### config.mk
export PLATFORM = sky130hd
export DESIGN_NAME = cwt_conv_mac_ctrl
export DESIGN_NICKNAME = d
export VERILOG_FILES = /design/src/rtl/cwt_conv_mac_ctrl.sv
export SDC_FILE = /design/constraint.sdc
export NUM_CORES = 1
export LEC_CHECK = 0
export BUFFER_PORTS_ARGS = -buffer_cell sky130_fd_sc_hd__buf_2
export CAP_MARGIN = 20
export CORE_UTILIZATION = 49
export DETAILED_ROUTE_END_ITERATION = 10
export PLACE_DENSITY_LB_ADDON = 0.1
export RECOVER_POWER = 50
export SLEW_MARGIN = 20
export SYNTH_ARGS = -nofsm -noshare
export SYNTH_HDL_FRONTEND = slang
export SYNTH_SLANG_ARGS = --single-unit
export TNS_END_PERCENT = 1
### constraint.sdc
create_clock -name clk -period 2.1 [get_ports clk]
set_input_delay 0 -clock clk [delete_from_list [all_inputs] [get_ports clk]]
set_output_delay 0 -clock clk [all_outputs]
set_load 0.01 [all_outputs]
### src/rtl/cwt_conv_mac_ctrl.sv
// cwt_conv_mac_ctrl: sequences one shared fixed-point multiplier to compute a
// single CWT output point, sum_k coef[k] * sample[base + k], and returns the
// saturated sum over a valid/ready handshake.
//
// Ports:
//   clk, rst          clock (rising edge), synchronous active-low reset
//   start             request a convolution; accepted only when idle
//   sample_base, len  first sample address and tap count, captured at accept
//   busy              high from accept until the result handshake completes
//   coef_rd_en/addr   coefficient ROM read port (data returns 1 cycle later)
//   samp_rd_en/addr   sample RAM read port (data returns 1 cycle later)
//   coef_data/samp_data  memory read data
//   mul_in1/mul_in2   registered multiplier operands (sample, coefficient)
//   mul_out           combinational product from the shared multiplier
//   result, result_sat, result_valid, result_ready  saturated result handshake
module cwt_conv_mac_ctrl #(
    parameter int unsigned BITS      = 16,
    parameter int unsigned TRANC     = 8,
    parameter int unsigned ADDR_BITS = 10,
    parameter int unsigned LEN_BITS  = 8
) (
    input  logic                 clk,
    input  logic                 rst,
    input  logic                 start,
    input  logic [ADDR_BITS-1:0] sample_base,
    input  logic [LEN_BITS-1:0]  len,
    output logic                 busy,
    output logic                 coef_rd_en,
    output logic [LEN_BITS-1:0]  coef_addr,
    input  logic [BITS-1:0]      coef_data,
    output logic                 samp_rd_en,
    output logic [ADDR_BITS-1:0] samp_addr,
    input  logic [BITS-1:0]      samp_data,
    output logic [BITS-1:0]      mul_in1,
    output logic [BITS-1:0]      mul_in2,
    input  logic [BITS-1:0]      mul_out,
    output logic [BITS-1:0]      result,
    output logic                 result_valid,
    input  logic                 result_ready,
    output logic                 result_sat
);

    localparam int unsigned ACC_W = BITS + LEN_BITS;
    localparam logic signed [ACC_W-1:0] SAT_MAX = ACC_W'((2 ** (BITS - 1)) - 1);
    localparam logic signed [ACC_W-1:0] SAT_MIN = ~SAT_MAX;

    // The multiplier already rescales; the fraction width only has to be sane.
    if (TRANC >= BITS) begin : g_bad_tranc
        $error("TRANC must be smaller than BITS");
    end

    typedef enum logic [1:0] {
        S_IDLE,
        S_RUN,
        S_DRAIN,
        S_DONE
    } state_t;

    state_t                    state, state_nxt;
    logic [ADDR_BITS-1:0]      base_q, base_nxt;
    logic [LEN_BITS-1:0]       len_q, len_nxt;
    logic [LEN_BITS-1:0]       tap, tap_nxt;
    logic                      busy_nxt;
    logic                      rd_en_nxt;
    logic [LEN_BITS-1:0]       coef_addr_nxt;
    logic [ADDR_BITS-1:0]      samp_addr_nxt;
    logic [BITS-1:0]           result_nxt;
    logic                      result_valid_nxt;
    logic                      result_sat_nxt;
    logic                      acc_clr;
    logic                      v1, v2;
    logic signed [ACC_W-1:0]   acc;
    logic                      sat_hi, sat_lo;

    assign sat_hi = (acc > SAT_MAX);
    assign sat_lo = (acc < SAT_MIN);

    // State and registered control outputs.
    always_ff @(posedge clk) begin
        if (!rst) begin
            state        <= S_IDLE;
            base_q       <= '0;
            len_q        <= '0;
            tap          <= '0;
            busy         <= 1'b0;
            coef_rd_en   <= 1'b0;
            samp_rd_en   <= 1'b0;
            coef_addr    <= '0;
            samp_addr    <= '0;
            result       <= '0;
            result_valid <= 1'b0;
            result_sat   <= 1'b0;
        end else begin
            state        <= state_nxt;
            base_q       <= base_nxt;
            len_q        <= len_nxt;
            tap          <= tap_nxt;
            busy         <= busy_nxt;
            coef_rd_en   <= rd_en_nxt;
            samp_rd_en   <= rd_en_nxt;
            coef_addr    <= coef_addr_nxt;
            samp_addr    <= samp_addr_nxt;
            result       <= result_nxt;
            result_valid <= result_valid_nxt;
            result_sat   <= result_sat_nxt;
        end
    end

    // Next-state and next-output logic.
    always_comb begin
        state_nxt        = state;
        base_nxt         = base_q;
        len_nxt          = len_q;
        tap_nxt          = tap;
        busy_nxt         = busy;
        rd_en_nxt        = 1'b0;
        coef_addr_nxt    = '0;
        samp_addr_nxt    = '0;
        result_nxt       = result;
        result_valid_nxt = result_valid;
        result_sat_nxt   = result_sat;
        acc_clr          = 1'b0;

        case (state)
            S_IDLE: begin
                if (start) begin
                    busy_nxt = 1'b1;
                    base_nxt = sample_base;
                    len_nxt  = len;
                    acc_clr  = 1'b1;
                    if (len == '0) begin
                        // Empty pipeline: DRAIN finishes on the very next edge.
                        state_nxt = S_DRAIN;
                    end else begin
                        state_nxt     = S_RUN;
                        rd_en_nxt     = 1'b1;
                        samp_addr_nxt = sample_base;
                        tap_nxt       = LEN_BITS'(1);
                    end
                end
            end
            S_RUN: begin
                if (tap == len_q) begin
                    state_nxt = S_DRAIN;
                end else begin
                    rd_en_nxt     = 1'b1;
                    coef_addr_nxt = tap;
                    samp_addr_nxt = base_q + ADDR_BITS'(tap);
                    tap_nxt       = tap + LEN_BITS'(1);
                end
            end
            S_DRAIN: begin
                if (!v1 && !v2) begin
                    state_nxt        = S_DONE;
                    result_valid_nxt = 1'b1;
                    result_sat_nxt   = sat_hi || sat_lo;
                    result_nxt       = sat_hi ? BITS'(SAT_MAX) :
                                       sat_lo ? BITS'(SAT_MIN) : BITS'(acc);
                end
            end
            S_DONE: begin
                if (result_ready) begin
                    state_nxt        = S_IDLE;
                    result_valid_nxt = 1'b0;
                    busy_nxt         = 1'b0;
                end
            end
            default: state_nxt = S_IDLE;
        endcase
    end

    // Read -> operand -> accumulate pipeline; idle operands are zero.
    always_ff @(posedge clk) begin
        if (!rst) begin
            v1      <= 1'b0;
            v2      <= 1'b0;
            mul_in1 <= '0;
            mul_in2 <= '0;
            acc     <= '0;
        end else begin
            v1      <= coef_rd_en;
            v2      <= v1;
            mul_in1 <= v1 ? samp_data : '0;
            mul_in2 <= v1 ? coef_data : '0;
            if (acc_clr) begin
                acc <= '0;
            end else if (v2) begin
                acc <= acc + {{LEN_BITS{mul_out[BITS-1]}}, mul_out};
            end
        end
    end

endmodule

=== Word-level counts from Yosys, hierarchy flattened ===
Cells that the tools add are included.

* Add/sub/neg operators: 3
* Order comparisons: 2
* Equal/unequal tests: 10
* Muxes and demuxes: 27
* Bitwise gates (word level): 2
* Reduce and logical (&&, ||, !) cells: 18

{| class="wikitable"
|+ Operator list
! operator !! number
|-
| 16-bit 2-to-1 mux || 2
|-
| 10-bit 2-to-1 mux || 3
|-
| 24-bit adder || 1
|-
| 24-bit by 16-bit greater-than comparator with 1-bit output, second input constant || 1
|-
| 24-bit by 16-bit < comparator with 1-bit output, second input constant || 1
|-
| 8-bit 2-to-1 mux || 3
|-
| 10-bit one-hot mux with 2 select lines || 1
|-
| 8-bit one-hot mux with 2 select lines || 1
|-
| 2-bit != test, second input constant || 6
|-
| 10-bit by 8-bit adder with 10-bit output || 1
|-
| 2-bit 2-to-1 mux || 5
|-
| 8-bit by 1-bit adder with 8-bit output, second input constant || 1
|-
| 8-bit == test || 1
|-
| 8-bit zero test || 1
|-
| 1-bit 2-to-1 mux || 8
|-
| 2-bit one-hot mux with 4 select lines || 1
|-
| 4-bit AND reduction || 2
|-
| 1-bit one-hot mux with 2 select lines || 3
|-
| 2-bit AND reduction || 3
|-
| 3-bit AND reduction || 2
|-
| 2-bit nonzero test || 3
|-
| 2-bit == test, second input constant || 2
|-
| 3-bit OR reduction || 1
|-
| 2-bit by 1-bit == test with 1-bit output, second input constant || 1
|-
| 6 further kinds || 8
|}

* Flip-flop bits (word level): 124
* Input port bits: 70
* Output and inout port bits: 71
* Logic and storage cells: 78

=== Logic depth before layout (Yosys ltp) ===
* Word-level depth: 4
* Gate-level depth with buffers: 10
* Gate-level depth less buffers: 10

=== Worst setup path after synthesis ===
No wires, ideal clock.

* Path kind: register -> register
* From: register acc[0]
* To: register acc[20]
* Library setup time: 0.117 ns
* Data arrival time: 2.156 ns
* Required time: 1.983 ns
* Setup slack: -0.174 ns
* Cell stages (with the launch flop): 10
* Buffers on the path: 0
* Clock period less this slack: 2.274 ns
* Cells stage by stage: dfxtp_1 ha_1 fa_1 a21oi_1 o211a_4 nor4_4 o31ai_4 o311ai_4 a21o_1 a32o_1

* Longest elaborated chain between the ends: 1

{| class="wikitable"
|+ RTL lines
! what !! line !! source
|-
| start, declared || 72 || <nowiki>logic signed [ACC_W-1:0] acc;</nowiki>
|-
| start signal, assigned || 188 || <nowiki>acc <= acc + {{LEN_BITS{mul_out[BITS-1]}}, mul_out};</nowiki>
|-
| 24-bit adder || 188 ||
|}

Every way passes these cells.
A chain may end at the register's enable or synchronous reset.

=== Final worst setup path ===
Same ends and word-level chain as after synthesis.

==> summary.txt <==
Drt
  • Initial DRC Count: 301
  • Via density per instance: 5.25
  • Wire per inst: approximately 14 um
  • Drt total wl: 15,800 um
  • Detail Route Antenna Nets: 0
  • Vias: 5,744
  • DR DRC count: 0
  • TritonRoute pass-1 iters: 4

Critical path
  • Slowest CP cell: fa_2
  • Cells along the critical path: ha_4 -> fa_2 -> a21oi_2 -> o211a_4 -> nor4_4 -> o31ai_4 -> o311ai_4 -> a21o_1 -> a32o_1
  • Reg2Reg Launch Point: acc[0]
  • Peak fanout along the critical path: 5
  • Worst setup SP type: flop
  • Worst endpoint data arrival time: 2.56 ns
  • Crit. End Element: flop
  • Critical setup path kind: reg -> reg
  • Worst Path Required: between 2 and 2.5 ns
  • Crit path buf inv count: 0
  • Critical Path Start: acc[0]
  • Crit-path max cell delay: 0.35 ns
  • Delay-heaviest family, CP: compound AO/OA/AOI/OAI gates

Status
  • Violated checks: negative setup slack
  • Status: finished, violations left

Floorplan
  • Initial Utilization: slightly above 50%
  • Die H: 113 um
  • Die area: 12,900 um^2
  • Top Ports: 141
  • # rows: 40
  • Core box area: roughly 12,000 um^2
  • Die width: 113 um

Pwr
  • Pwr Total: 7.46 mW
  • Leak Pwr: 3.63 nW
  • Power density over the cells: 891 nW/um^2
  • Worst VDD drop: approximately 0.00053 V

Placement
  • Final GP Congestion: 0.863
  • Port Buffers: 140
  • Post-DP HPWL: 10,900 um
  • Place WS: -0.173 ns

Logic synthesis
  • Simple-gate share of the synthesized area: 21.0%
  • Dominant synthesized flop cell: dfxtp_1
  • Compound-Gate Fraction of Synth Area: 19.4%
  • Top cells by area, synth: dfxtp_1, ha_1, nand2_1, a21boi_0, and3_1
  • Post-synth top area share: 40.8%
  • Post-synth EDFFs: 0
  • Yosys cell types: 57
  • Cells after Synth: between 600 and 700
  • Post-synthesis sequential area ratio: 40.8%
  • Post-synthesis mux area share: 2.30%
  • Post-Synth Adder-Cell Area: 8.06%
  • Main combinational cell family by area after synthesis: simple AND/OR/NAND/NOR gates
  • Post-Syn Area: 6090 um^2
  • Syn nets: 796
  • FF+latch count, synth: 124
  • Most common library cells after synthesis: dfxtp_1, nand2_1, and3_1
  • Async set-or-reset flop fraction in the synthesized netlist: 0%
  • XOR/XNOR share of the synthesized area: between 4 and 5%
  • Mean Syn Cell Area: 8.85 um^2
  • Cell with the most instances after synthesis: dfxtp_1
  • Yosys top cell by area: dfxtp_1
  • Synth warnings: 0

STA
  • Pins over their slew limit: 0
  • Final min period: about 2.3 ns
  • RSZ-0062 raised after global routing: yes
  • Hold Fails Final Rpt: 0
  • Slew headroom: 35.0%
  • Final Hold Slack: 0.0124 ns
  • Peak Freq: 0.443 GHz
  • Final Worst Setup Slack: -0.156 ns
  • Clk_skew: around 0.0091 ns
  • Fin crit share: 107%
  • Measured slew at the worst slew-check pin: between 0.9 and 1 ns
  • Final setup violation count: 6

Cells and area
  • Fillers: 967
  • Share of layout cells above drive strength 1: 19.4%
  • Nets: 1,021
  • N_diodes: 0
  • Fin util: 69.5%
  • Area Overhead vs Synth: 37.6%

CTS
  • Clock buffer depth: 2
  • CTS Root Buffer Type: clkbuf_16
  • CTS Sinks: roughly 120
  • Postcts setup bufs: 0
  • Clock insertion delay at the later pin of the skew report: approximately 0.41 ns
  • CTS tree: yes
  • CTS buffer count: 17
  • CTS clk-pin slew, worst paths: around 0.060 ns
  • H-Tree Depth: 4

Job
  • Max_cap viols: 0

Global route
  • Global-route wire length before repair: 25,800 um
  • Largest net degree at the start of global routing: 42
  • Antenna violations before repair: 0
  • Gr usage total: 25.4%
  • Global route total overflow: 0
  • Number of global-route vias before repair: 5,585

Min path
  • HP Start: rst
  • HP Class: in -> reg
-- metal layers --
metal	up-vias	global-route usage, %	routed length (um)
li1	2898	-	-
met2	148	46.3	8030
met5	-	0	0
met3	24	4.78	688
met1	2674	29.4	6820
met4	0	10.1	267
-- power by group --
| part | switching (mW) | internal [mW] | leakage [nW] | total [mW] |
|---|---|---|---|---|
| clock | 1.09 | 1.77 | 0.270 | 2.86 |
| combinational | 1.12 | 0.763 | 2.35 | 1.89 |
| sequential | 0.134 | 2.58 | 1.01 | 2.71 |
-- cell usage in the layout, fill, tap and decap left out, drive strengths merged, types with 6 or more instances in the layout --
cell         Yosys  layout
dfxtp          124     124
buf              3     116
nand2           92      92
clkbuf          35      89
dlygate4sd3      0      57
and3            44      44
a21boi          40      40
nor2            38      38
ha              36      36
o21ai           31      31
a21oi           30      30
xor2            22      22
inv             21      22
o211ai          18      18
nand3           17      17
mux2i           14      14
xnor2           11      11
nand4           10      10
a21o             7       7
nand3b           7       7
nor3             7       7
nor4             7       7
and2             7       7
nand2b           6       6
a32oi            6       6
clkinvlp         0       6
-- metrics by stage --
stage	std cells	setup TNS [ns]	instance area, um^2
finish	1094	-0.415	8380
global route	1094	-2.11	8380
CTS	1094	-0.299	8420
detailed placement	1005	-0.542	7210
global placement	1005	-0.236	7210
floorplan	688	-0.0577	6090
-- cell families after synthesis --
group,count (synthesis)
AOI/OAI and AO/OA,168
xor gates and xnor gates,33
adders and majority gates,38
buffers and inverters,59
DFF,124
muxes,14
and+or+nand+nor,252
-- worst register-to-register path, stage by stage, from the launching register on --
cell and delay, ns:
dfxtp_2 0.33, ha_4 0.16, fa_2 0.35, a21oi_2 0.19, o211a_4 0.19, nor4_4 0.05, o31ai_4 0.32, o311ai_4 0.12
a21o_1 0.19, a32o_1 0.25
-- state kept, by name (all words and copies together) (netlist names), 8 cells and up --
name / cells
result: 16
mul_in2: 16
coef_addr: 8
len_q: 8
tap: 8
acc: 24
samp_addr: 10
base_q: 10
mul_in1: 16
-- final cells by class --
cell class                 count  area, um^2  area share [%]
sequential                   124        2480            29.6
clock buffer                  18         439            5.24
inverter                      21        78.8           0.941
timing repair buffer         244        1530            18.3
multi-input combinational    505        3490            41.6
tap                          168         210            2.51
clock inverter                14         146            1.75
-- worst paths after layout --
kind                endpoint  slack [ns]  depth (start not counted)
setup / recovery     acc[20]       -0.16                          9
setup reg to reg     acc[20]       -0.16                          9
hold reg to reg    result[9]        0.46                          2
hold / removal    mul_in2[7]        0.01                          2
-- timing repair --
item                                    CTS  global route
endpoints found under the hold margin    63             0
hold buffers                             57             0
endpoints found under the setup margin   11            15
pin swaps                                 4             1
gates resized for setup                  13            11
Power figures use the tool's default switching activity.
